$ cat config.mk
export PLATFORM = sky130hd
export DESIGN_NAME = panel_input
export DESIGN_NICKNAME = d
export VERILOG_FILES = /design/src/rtl/panel_input.sv
export SDC_FILE = /design/constraint.sdc
export NUM_CORES = 1
export LEC_CHECK = 0
export ABC_AREA = 1
export BUFFER_PORTS_ARGS = -buffer_cell sky130_fd_sc_hd__buf_2
export CAP_MARGIN = 20
export CORE_MARGIN = 5
export CORE_UTILIZATION = 35
export CTS_BUF_LIST = sky130_fd_sc_hd__clkbuf_8
export CTS_CLUSTER_SIZE = 12
export DETAILED_ROUTE_END_ITERATION = 12
export GPL_ROUTABILITY_DRIVEN = 0
export PLACE_DENSITY_LB_ADDON = 0.08
export REMOVE_ABC_BUFFERS = 1
export SYNTH_ARGS = -nofsm -noshare
export SYNTH_HDL_FRONTEND = slang
export SYNTH_SLANG_ARGS = --single-unit
export TNS_END_PERCENT = 100
$ cat constraint.sdc
create_clock -name clk -period 2.26 [get_ports clk]
set_input_delay 0.226 -clock clk [delete_from_list [all_inputs] [get_ports clk]]
set_output_delay 0.226 -clock clk [all_outputs]
set_load 0.02 [all_outputs]
$ cat src/rtl/panel_input.sv
// Front-panel input conditioner: sync, debounce and a select/run FSM
// producing on / mode / m_pos / cancel for the wash controller.
module panel_input #(
  parameter int DB_CYCLES   = 2000000,
  parameter int LONG_CYCLES = 200000000,
  parameter int CNT_W       = 28
) (
  input  logic       clk,
  input  logic       rst,
  input  logic       sw_power,
  input  logic       btn_start,
  input  logic       btn_mode,
  output logic       on,
  output logic [1:0] mode,
  output logic       m_pos,
  output logic       cancel,
  output logic [3:0] mode_led
);

  typedef enum logic [1:0] {
    OFF,
    SELECT,
    RUN,
    WAIT_REL
  } state_t;

  localparam logic [CNT_W-1:0] DB_LAST   = CNT_W'(DB_CYCLES - 1);
  localparam logic [CNT_W-1:0] LONG_LAST = CNT_W'(LONG_CYCLES - 1);

  // bit 0 power, bit 1 start, bit 2 mode
  logic [2:0]       raw;
  logic [2:0]       sync1;
  logic [2:0]       sync2;
  logic [2:0]       stab;
  logic [1:0]       btn_q;
  logic [CNT_W-1:0] db_cnt [3];
  logic [CNT_W-1:0] hold;
  logic             rise_start;
  logic             rise_mode;
  logic             hold_done;
  state_t           state;
  state_t           state_n;

  assign raw = {btn_mode, btn_start, sw_power};

  always_ff @(posedge clk) begin
    if (!rst) begin
      sync1 <= '0;
      sync2 <= '0;
    end else begin
      sync1 <= raw;
      sync2 <= sync1;
    end
  end

  always_ff @(posedge clk) begin
    if (!rst) begin
      for (int i = 0; i < 3; i++) db_cnt[i] <= '0;
      stab <= '0;
    end else begin
      for (int i = 0; i < 3; i++) begin
        if (sync2[i] == stab[i]) begin
          db_cnt[i] <= '0;
        end else if (db_cnt[i] == DB_LAST) begin
          db_cnt[i] <= '0;
          stab[i]   <= ~stab[i];
        end else begin
          db_cnt[i] <= db_cnt[i] + 1'b1;
        end
      end
    end
  end

  always_ff @(posedge clk) begin
    if (!rst) btn_q <= '0;
    else      btn_q <= stab[2:1];
  end

  assign on         = stab[0];
  assign rise_start = stab[1] & ~btn_q[0];
  assign rise_mode  = stab[2] & ~btn_q[1];
  assign hold_done  = (state == RUN) & on & stab[1] & (hold == LONG_LAST);

  always_ff @(posedge clk) begin
    if (!rst) begin
      hold   <= '0;
      cancel <= 1'b0;
      mode   <= 2'b11;
    end else begin
      cancel <= hold_done;
      if (hold_done)
        hold <= '0;
      else if (state == RUN && on && stab[1])
        hold <= hold + 1'b1;
      else
        hold <= '0;
      // start beats mode when both rise together
      if (state == SELECT && on && rise_mode && !rise_start)
        mode <= mode + 2'd1;
    end
  end

  always_ff @(posedge clk) begin
    if (!rst) state <= OFF;
    else      state <= state_n;
  end

  always_comb begin
    state_n = state;
    if (!on) begin
      state_n = OFF;
    end else begin
      unique case (state)
        OFF:      state_n = SELECT;
        SELECT:   if (rise_start) state_n = RUN;
        RUN:      if (hold_done) state_n = WAIT_REL;
        WAIT_REL: if (!stab[1]) state_n = SELECT;
        default:  state_n = OFF;
      endcase
    end
  end

  always_comb begin
    m_pos    = (state == RUN);
    mode_led = 4'b0001 << mode;
  end

endmodule

Yosys cells after proc, flatten, opt, wreduce, memory -nomap -nowiden

Memory sizes are Yosys's and may differ from the RTL's.
Cells that the tools add are included.

Logic and storage cells: 114
Memory bits (writable): 84
Memories kept: 1
Output and inout port bits: 9
Register bits: 44

Memory list:

| name   | depth | width | rd ports | clocked after memory_dff | wr ports | line | RTL |
|---|---|---|---|---|---|---|---|
| db_cnt | 3     | 28    | 3        | 0                        | 3        | 36   | `logic [CNT_W-1:0] db_cnt [3];` |

Reductions and logical operators: 13
Shift-type cells: 1
Mux-type cells: 47
Bitwise gates (word level): 24
Add/subtract/negate cells: 5
Equality and inequality tests: 13

Operators with widths:

| kind                                                                     | count |
|---|---|
| 28-bit two-way mux                                                       | 9 |
| 28-bit by 1-bit adder with 28-bit output (second input constant)         | 4 |
| 28-bit by 21-bit == test with 1-bit output (second input constant)       | 3 |
| 1-bit two-way mux                                                        | 34 |
| 28-bit == test (second input constant)                                   | 1 |
| 1-bit inverter                                                           | 10 |
| 1-bit OR                                                                 | 9 |
| 2-bit one-hot mux with 4 select lines                                    | 1 |
| 2-bit AND reduction                                                      | 4 |
| 2-bit two-way mux                                                        | 3 |
| 1-bit bitwise AND                                                        | 5 |
| 1-bit logical AND                                                        | 5 |
| 2-bit == test (second input constant)                                    | 2 |
| 2-bit inequality test (second input constant)                            | 2 |
| 1-bit by 2-bit left shift with 4-bit output (first input constant)       | 1 |
| 1-bit == test                                                            | 3 |
| 3-bit AND reduction                                                      | 1 |
| 3-bit OR reduction                                                       | 1 |
| 2-bit by 1-bit adder with 2-bit output (second input constant)           | 1 |
| 2-bit by 1-bit == test with 1-bit output (second input constant)         | 1 |
| 2-bit zero test                                                          | 1 |
| 2-bit by 1-bit inequality test with 1-bit output (second input constant) | 1 |
| 1-bit zero test                                                          | 1 |

Longest topological paths before layout

Gate-level depths: netlist (run 1).

Depth in word-level cells: 7
Depth in mapped cells: 10
Mapped depth without buffers: 10

Least setup slack after synthesis (run 1)

Ideal clock, no wire load.

Kind: register to register
From: mem db_cnt[2][0]
To: mem db_cnt[2][20] (data pin)
Required time: 1,996 ps
Stages on the path, launching flop included: 10
Data arrival time: 1,433 ps
Clock period less this slack: 1,697 ps
Slack: 563 ps
Path through: edfxtp_1 -> ha_1 -> nand2_1 -> inv_1 -> nand3b_4 -> nor3_2 -> nand3_2 -> nand2_4 -> buf_6 -> a21oi_1

RTL lines:

| what            | line |
|---|---|
| start, declared | 36 |

==> results of run 1 <==
## cells by family after synthesis
| group | count (synthesis) | share of synthesized area (%) |
|---|---|---|
| adders and majority gates | 11 | 1.81 |
| xor gates and xnor gates | 36 | 4.15 |
| other | 1 | 0.0493 |
| buffers and inverters | 143 | 7.87 |
| AOI/OAI and AO/OA | 88 | 6.07 |
| DFF | 128 | 44.8 |
| and+or+nand+nor | 582 | 35.3 |
## power by group
group	switching (mW)	internal, mW	total (mW)
Clock	0.966	1.13	2.10
Combinational	0.130	0.0597	0.190
Sequential	0.0690	2.56	2.63
Total	1.17	3.75	4.91
## layer usage
| metal | vias to the layer above | wire length [µm] |
|---|---|---|
| met5 | - | 0 |
| met2 | 80 | 8010 |
| met3 | 13 | 528 |
| met1 | 2850 | 8620 |
| met4 | 0 | 155 |
| li1 | 3395 | - |
## worst paths after layout
path | end | depth (start not counted)
worst max-delay path | db_cnt[2][2] | 8
worst min-delay path | mode[0] | 2
worst max register to register | db_cnt[2][2] | 8
worst min register to register | sync2[1] | 2
## worst max-delay path: stages, from the launching register on
cell,delay (ps)
edfxtp_1,430
ha_1,240
nand2_1,70
inv_1,150
nand3b_4,150
nor3_2,150
nand3_2,130
nand2_4,280
nor3_1,80
## layout make-up
class	instances	area (µm²)	area share, %
multi-input cells	801	3910	44.8
flip-flops and latches	128	3400	39.0
inverters	133	499	5.71
well taps	280	350	4.01
clock buffers	19	262	2.99
repair buffers	22	165	1.89
clock inverters	13	144	1.65
## placed cells by master (no fill, tap or decap), types with 4 or more instances in the layout
cell type	n
nand2_2	7
nand4_1	32
nand2_1	236
dfxtp_1	44
a21oi_1	63
buf_2	13
inv_2	5
buf_4	4
edfxtp_1	84
nor2_1	155
nand3b_1	6
xor2_1	27
nand3_2	4
o21ai_0	15
nor2_2	8
nand3_1	55
nor3_1	43
clkbuf_8	19
xnor2_1	9
ha_1	11
nor3_2	10
o31ai_1	4
clkinv_2	5
conb_1	84
nor3b_1	5
inv_1	130
or2_0	4
## state kept, by name (all words and copies together) (netlist names)
signal	cells
btn_q	2
cancel	1
db_cnt	84
hold	28
mode	2
stab	3
state	2
sync1	3
sync2	3
## timing repair
action	CTS	global route
setup buffers	0	0
hold buffers	3	0
endpoints found under the hold margin	3	0
endpoints found under the setup margin	0	0
==> run_results.csv, run 1 <==
group,metric,value,unit
run_status,outcome,"finished clean",
clocking,clock_latency,450,ps
worst_setup_path,start_kind,"flop",
floorplan,placementRows,54,
power_and_ir_drop,ir_drop,0.342,mV
detailed_routing,viasPerCell,4.54,
timing,setup_tns,0,ps
timing,timing.final.crit_share,86.6,%
detailed_routing,vias,6338,
detailed_routing,ant_nets,0,
grt,grt_use_met3,2.75,%
worst_setup_path,cp.required,2450,ps
detailed_routing,first_pass_iters,5,
timing,tightestPinTransition,551,ps
detailed_routing,avgRoutedWirePerCell,12.4,µm
yosys,syn_avg_cell_area,7.69,µm²
yosys,ys_seq_area_share,44.8,%
timing,fmax,511,MHz
worst_setup_path,arrival,2150,ps
worst_setup_path,rrSetupSlack,300,ps
detailed_routing,drt-total-wl,17.3,mm
yosys,syn_inst,989,
grt,grt-busiest-layer,"met2",
worst_hold_path,hp-class,"in -> reg",
grt,gr-total-overflow,0,
cells_and_area,final_cells,1396,
timing,rsz0062_at_grt,"false",
floorplan,dieWidth,157,µm
yosys,yosysWarnings,0,
cells_and_area,n_antenna_cell,0,
worst_setup_path,worstSetupPathType,"reg -> reg",
timing,maxSlewViolCount,0,
timing,hold-worst-slack,60.0,ps
run,drv_cap,0,
worst_hold_path,hp-start,"rst",
worst_setup_path,crit_start,"db_cnt[2][0]",
yosys,synth_top_area_cell,"edfxtp_1",
clocking,clock-sinks,128,
cells_and_area,utilization,40.4,%
grt,grt_usage,14.8,%
floorplan,die_y,157,µm
timing,fin_crit,1960,ps
grt,met2_usage,24.5,%
grt,grt_max_degree,29,
cells_and_area,n_fill_cell,2295,
timing,hold_viol,0,
timing,fin_skew,11.9,ps
power_and_ir_drop,p_total,4.91,mW
clocking,clock_path_buffers,2,
place,dp_slack,297,ps
grt,grt_pass1_wl,29.5,mm
worst_setup_path,r2r_start,"db_cnt[2][0]",
grt,antenna_found_initial,0,
grt,grt_pass1_vias,6161,
floorplan,ios,14,
floorplan,dieArea,0.0248,mm²
timing,finalSetupViolations,0,
yosys,synth-edff-count,84,
yosys,synthTopCellsByArea,"edfxtp_1 (33%), nand2_1 (12%), dfxtp_1 (12%), nor2_1 (7.7%), inv_1 (6.3%)",
yosys,ys_types,40,
yosys,netlist.area_leader.share,33.2,%
power_and_ir_drop,p_leak,3.38,nW
timing,worst_slack,303,ps
place,io_buffer_count,13,
yosys,async_flop_share,0,%
clocking,htreeDepth,4,
cells_and_area,drive_gt1_share,8.69,%
yosys,yosys-top-cells-count,"nand2_1 (236), nor2_1 (155), inv_1 (128)",
timing,max_slew_margin,63.0,%
yosys,netlist_area,0.00760,mm²
floorplan,core_area,0.0216,mm²
power_and_ir_drop,powerDensity,562,mW/mm²
worst_setup_path,worst-path-max-fanout,28,
yosys,ys_ff_latch,128,
cells_and_area,nets,1119,
place,dpl_cell_area,0.00830,mm²
place,place_inst,1361,
clocking,cts_resized,0,
cells_and_area,syn2layout_area_growth,14.9,%
detailed_routing,drt-initial-drc-count,320,
yosys,yosysMostFrequentCell,"nand2_1",
clocking,cts_buffers,17,
place,dpl.hpwl,13.1,mm
worst_setup_path,end_kind,"flop",
grt,grtUsageMet1,19.9,%
clocking,clk_pin_slew_worst_paths,70,ps
clocking,cts-root-buf,"clkbuf_8",
clocking,cts_tree,"yes",
detailed_routing,drc,0,
floorplan,start_util,35.2,%
cells_and_area,stdcell_area,0.00874,mm²
yosys,ys.flop_type,"edfxtp_1",
No activity file was read; power rests on OpenSTA's default activity.
==> inputs of run 2 (changes only) <==
==> constraint.sdc (replaced) <==
create_clock -name clk -period 2.26 [get_ports clk]
set_input_delay 0.113 -clock clk [delete_from_list [all_inputs] [get_ports clk]]
set_output_delay 0.113 -clock clk [all_outputs]
set_load 0.02 [all_outputs]
==> run 2 against run 1 <==
Hold slack gained 320 ps. Clock-buffer cell count stayed put. Flip-flop and latch count unchanged. First-iteration DRC count rose by 0.94%. Wire length about the same. Register-to-register slack hardly changed. Clock power barely moved. Largest cell class unchanged.
==> run_results.csv, run 2 (same netlist as run 1, synthesis figures left out) <==
group,metric,value,unit
run_status,outcome,"finished clean",
cells_and_area,syn2layout_area_growth,15.2,%
worst_setup_path,start_kind,"flop",
clocking,cts_tree,"yes",
worst_hold_path,hp-start,"sw_power",
clocking,cts-root-buf,"clkbuf_8",
cells_and_area,multiInputGateArea,0.00391,mm²
cells_and_area,n_fill_cell,2295,
place,dpl.hpwl,13.1,mm
timing,max_slew_margin,63.0,%
floorplan,dieWidth,157,µm
run,drv_cap,0,
worst_setup_path,worst-path-max-fanout,28,
timing,fin_crit,1960,ps
floorplan,placementRows,54,
place,dp_slack,297,ps
detailed_routing,first_pass_iters,5,
cells_and_area,drive_gt1_share,8.68,%
floorplan,die_y,157,µm
worst_hold_path,hp-class,"in -> reg",
detailed_routing,viasPerCell,4.53,
floorplan,start_util,35.2,%
worst_setup_path,r2r_start,"db_cnt[2][0]",
worst_setup_path,arrival,2150,ps
grt,grt_pass1_wl,29.5,mm
worst_setup_path,crit_start,"db_cnt[2][0]",
worst_setup_path,cp_cell_sequence,"ha_1, nand2_1, inv_1, nand3b_4, nor3_2, nand3_2, nand2_4, nor3_1",
grt,grt_usage,14.8,%
floorplan,core_area,0.0216,mm²
cells_and_area,nets,1121,
worst_setup_path,cp.required,2450,ps
power_and_ir_drop,p_leak,3.38,nW
worst_setup_path,critical_path.max_stage_delay,430,ps
clocking,clk_pin_slew_worst_paths,80,ps
cells_and_area,largest_register_ffs,84,
timing,fin_skew,12.0,ps
detailed_routing,drt-initial-drc-count,323,
grt,gr-total-overflow,0,
cells_and_area,reg.largest.list,"db_cnt (84), hold (28)",
detailed_routing,ant_nets,0,
grt,antenna_found_initial,0,
timing,timing.final.crit_share,86.6,%
cells_and_area,layout_common_cells,"nand2_1 (236), nor2_1 (155), inv_1 (130)",
worst_setup_path,worstRegToRegCells,8,
power_and_ir_drop,ir_drop,0.343,mV
timing,rsz0062_at_grt,"false",
cells_and_area,largest_register,"db_cnt",
clocking,cts_buffers,17,
cells_and_area,seq_area,0.00340,mm²
worst_setup_path,worstSetupPathType,"reg -> reg",
clocking,clock-sinks,128,
worst_setup_path,rrSetupSlack,300,ps
clocking,cts_resized,0,
timing,maxSlewViolCount,0,
detailed_routing,vias,6333,
place,io_buffer_count,13,
clocking,clock_latency,450,ps
floorplan,ios,14,
timing,hold-worst-slack,376,ps
cells_and_area,final_common_cell,"nand2_1",
timing,tightestPinTransition,551,ps
clocking,htreeDepth,4,
worst_setup_path,end_kind,"flop",
detailed_routing,drt-total-wl,17.3,mm
floorplan,dieArea,0.0248,mm²
timing,worst_slack,304,ps
cells_and_area,n_antenna_cell,0,
timing,fmax,511,MHz
timing,finalSetupViolations,0,
detailed_routing,avgRoutedWirePerCell,12.4,µm
grt,grt_max_degree,29,
timing,hold_viol,0,
worst_setup_path,critPathSlowestCell,"edfxtp_1",
grt,grt_pass1_vias,6170,
worst_setup_path,endpoint,"db_cnt[2][2]",
worst_setup_path,r2r-end,"db_cnt[2][2]",
power_and_ir_drop,powerDensity,561,mW/mm²
clocking,clock_path_buffers,2,
detailed_routing,drc,0,
timing,setup_tns,0,ps
-- run 2: cell type report --
| type | instances | share of cell area, % |
|---|---|---|
| multi-input cells | 801 | 44.7 |
| flip-flops and latches | 128 | 38.9 |
| inverters | 133 | 5.70 |
| well taps | 280 | 4.00 |
| clock buffers | 19 | 2.99 |
| repair buffers | 24 | 2.11 |
| clock inverters | 13 | 1.64 |
-- run 2: worst min-delay path by stage --
stage                          end  slack, ps  cells past startpoint
after floorplan            mode[0]        200                      1
after global placement    sync1[0]        300                      3
after detailed placement  sync1[0]        310                      3
after CTS                 sync1[0]        360                      4
after global routing      sync1[0]        420                      4
final                     sync1[0]        380                      4
-- run 2: per-stage QoR --
| step | cell area (µm²) | utilization, % | total power, mW | std cells |
|---|---|---|---|---|
| 2_1_floorplan | 7820 | - | 2.80 | 1062 |
| 3_3_place_gp | 8300 | 38.4 | 2.87 | 1361 |
| 3_5_place_dp | 8300 | 38.4 | 2.86 | 1361 |
| 4_1_cts | 8760 | 40.5 | 5.00 | 1398 |
| 5_1_grt | 8760 | 40.5 | 5.15 | 1398 |
| 6_report | 8760 | 40.5 | 4.92 | 1398 |
-- run 2: critical path, delay by kind of cell (launching register included) --
kind / cells / cell delay [ps]
flops: 1 / 430
fa+ha+maj: 1 / 240
simple gates: 6 / 860
buf+inv: 1 / 150
-- run 2: timing repair --
| action | in CTS | in global routing |
|---|---|---|
| setup buffers | 0 | 0 |
| endpoints found under the hold margin | 7 | 0 |
| hold buffers | 5 | 0 |
-- run 2: report_power, final --
part	internal (mW)	switching [mW]	leakage (nW)
clock network	1.13	0.966	0.214
registers	2.56	0.0688	1.22
logic	0.0619	0.131	1.95
-- run 2: per-layer routing --
metal | routed length, µm | part of all wire (%) | global-route usage (%)
met1 | 8670 | 50 | 19.9
met4 | 174 | 1.0 | 4.22
met3 | 528 | 3.0 | 2.75
met5 | 0 | 0 | 0
met2 | 7950 | 46 | 24.5
==> inputs of run 3 (changes only) <==
--- a/config.mk
+++ b/config.mk
@@ -8,13 +8,13 @@
 export ABC_AREA = 1
 export BUFFER_PORTS_ARGS = -buffer_cell sky130_fd_sc_hd__buf_2
 export CAP_MARGIN = 20
-export CORE_MARGIN = 5
 export CORE_UTILIZATION = 35
 export CTS_BUF_LIST = sky130_fd_sc_hd__clkbuf_8
 export CTS_CLUSTER_SIZE = 12
 export DETAILED_ROUTE_END_ITERATION = 12
 export GPL_ROUTABILITY_DRIVEN = 0
 export PLACE_DENSITY_LB_ADDON = 0.08
+export RECOVER_POWER = 25
 export REMOVE_ABC_BUFFERS = 1
 export SYNTH_ARGS = -nofsm -noshare
 export SYNTH_HDL_FRONTEND = slang
==> run 3 against run 2 <==
Via count grew 0.19%. Final area shrank 1.2%. Combinational power is essentially flat. Clock skew grew 6.7 ps. Clock-buffer cell count is the same. Fmax shrank 5.4%. Cell count shrank 0.36%. Highest routed layer unchanged. Worst setup slack lost 110 ps. Sequential power is essentially flat.
==> run_results.csv, run 3 (same netlist as run 1, synthesis figures left out) <==
group,metric,value,unit
detailed_routing,dr_wl_met2,7.80,mm
detailed_routing,first_pass_iters,5,
timing,fin_crit,2070,ps
cells_and_area,drive_gt1_share,6.80,%
timing,setup_tns,0,ps
detailed_routing,drt-total-wl,17.1,mm
cells_and_area,reg.largest.list,"db_cnt (84), hold (28)",
cells_and_area,largest_register_ffs,84,
clocking,cts-root-buf,"clkbuf_8",
cells_and_area,final_common_cell,"nand2_1",
worst_setup_path,start_kind,"flop",
worst_setup_path,critical_path.max_stage_delay,440,ps
floorplan,start_util,35.9,%
timing,hold-worst-slack,417,ps
run,drv_cap,0,
clocking,cts_buffers,17,
detailed_routing,wl_met3,430,µm
timing,maxSlewViolCount,0,
clocking,clock-sinks,128,
detailed_routing,viasPerCell,4.55,
detailed_routing,top_layer,"met4",
detailed_routing,ant_nets,0,
power_and_ir_drop,p_leak,3.33,nW
cells_and_area,nets,1121,
detailed_routing,drt-initial-drc-count,305,
worst_setup_path,end_kind,"flop",
detailed_routing,drc,0,
worst_setup_path,worst-path-max-fanout,17,
worst_setup_path,cp_cell_sequence,"ha_1, nand3_2, nor2_1, inv_2, nor3_2, nand2_1, nand2_2, buf_12, nor2_1",
detailed_routing,avgRoutedWirePerCell,12.3,µm
worst_setup_path,worstSetupPathType,"reg -> reg",
timing,rsz0062_at_grt,"false",
grt,antenna_found_initial,0,
timing,max_slew_margin,65.0,%
floorplan,die_y,149,µm
timing,finalSetupViolations,0,
run_status,outcome,"finished clean",
cells_and_area,layout_common_cells,"nand2_1 (236), nor2_1 (157), inv_1 (133)",
grt,grt_pass1_vias,5878,
floorplan,placementRows,53,
worst_setup_path,arrival,2260,ps
timing,timing.final.crit_share,91.5,%
worst_setup_path,crit_top_cell,"nor2_1",
timing,tightestPinTransition,522,ps
cells_and_area,n_antenna_cell,0,
worst_hold_path,hp-class,"in -> reg",
detailed_routing,vias,6345,
grt,grt_pass1_wl,28.7,mm
place,io_buffer_count,13,
clocking,clock_path_buffers,2,
clocking,clock_latency,450,ps
timing,hold_viol,0,
place,dpl.hpwl,13.0,mm
grt,grt_max_degree,29,
clocking,htreeDepth,4,
power_and_ir_drop,ir_drop,0.319,mV
floorplan,dieArea,0.0223,mm²
clocking,clk_pin_slew_worst_paths,70,ps
power_and_ir_drop,powerDensity,533,mW/mm²
timing,fmax,484,MHz
cells_and_area,n_fill_cell,2262,
worst_setup_path,critPathSlowestCell,"edfxtp_1",
cells_and_area,largest_register,"db_cnt",
grt,gr-total-overflow,0,
clocking,cts_tree,"yes",
floorplan,dieWidth,149,µm
clocking,cts_resized,0,
detailed_routing,routedLengthMet1,8.65,mm
grt,grt_usage,16.4,%
worst_setup_path,cp.required,2450,ps
timing,fin_skew,18.7,ps
clocking,cts_setup_buffers,0,
floorplan,ios,14,
floorplan,core_area,0.0212,mm²
cells_and_area,syn2layout_area_growth,13.8,%
## run 3: changes by cell type in the layout (fill, tap and decap cells not counted), sizes merged
cell,delta
clkinv,+2
dlygate4sd3,+1
inv,+2
bufinv,-2
clkinvlp,-2
clkbuf,+12
buf,-13
## run 3: cell type report
class | count | area [µm²] | area share (%)
clock buffers | 19 | 262 | 3.02
clock inverters | 13 | 82.6 | 0.954
inverters | 133 | 499 | 5.77
multi-input cells | 801 | 3890 | 45.0
flip-flops and latches | 128 | 3400 | 39.3
well taps | 275 | 344 | 3.98
repair buffers | 24 | 168 | 1.94
## run 3: path summary, 6_finish.rpt
| kind | slack (ps) | cells past startpoint | endpoint | from |
|---|---|---|---|---|
| max | 190 | 9 | db_cnt[0][15] | db_cnt[0][0] |
| min | 420 | 4 | sync1[2] | btn_mode |
| max reg2reg | 190 | 9 | db_cnt[0][15] | db_cnt[0][0] |
| min reg2reg | 420 | 2 | sync2[2] | sync1[2] |
## run 3: power breakdown
group / total, mW / switching (mW) / internal (mW)
Clock: 1.80 / 0.904 / 0.891
Sequential: 2.63 / 0.0691 / 2.56
Combinational: 0.192 / 0.130 / 0.0620
## run 3: worst max-delay path: cells and delay by family (launching register included)
family | cells | cell delay (ps)
adders and majority gates | 1 | 230
DFF | 1 | 440
and+or+nand+nor | 6 | 880
buffers and inverters | 2 | 270
## run 3: timing repair
| action | in CTS | in global routing |
|---|---|---|
| endpoints found under the setup margin | 0 | 0 |
| endpoints found under the hold margin | 5 | 0 |
| hold buffers | 6 | 0 |
## run 3: stage by stage
stage | total power, mW | setup slack, ps | util, % | instances | instance area, µm²
after global placement | 2.87 | 316 | 39.2 | 1355 | 8290
after CTS | 4.70 | 228 | 41.1 | 1393 | 8690
after detailed placement | 2.86 | 260 | 39.2 | 1355 | 8290
after global routing | 4.85 | 23.0 | 40.9 | 1393 | 8650
after floorplan | 2.80 | 531 | - | 1062 | 7820
final | 4.62 | 192 | 40.9 | 1393 | 8650
## run 3: per-layer routing
| layer | up-vias | track usage, % |
|---|---|---|
| met2 | 75 | 26.5 |
| li1 | 3393 | - |
| met4 | 0 | 4.69 |
| met1 | 2856 | 21.9 |
| met3 | 21 | 3.39 |
| met5 | - | 0 |
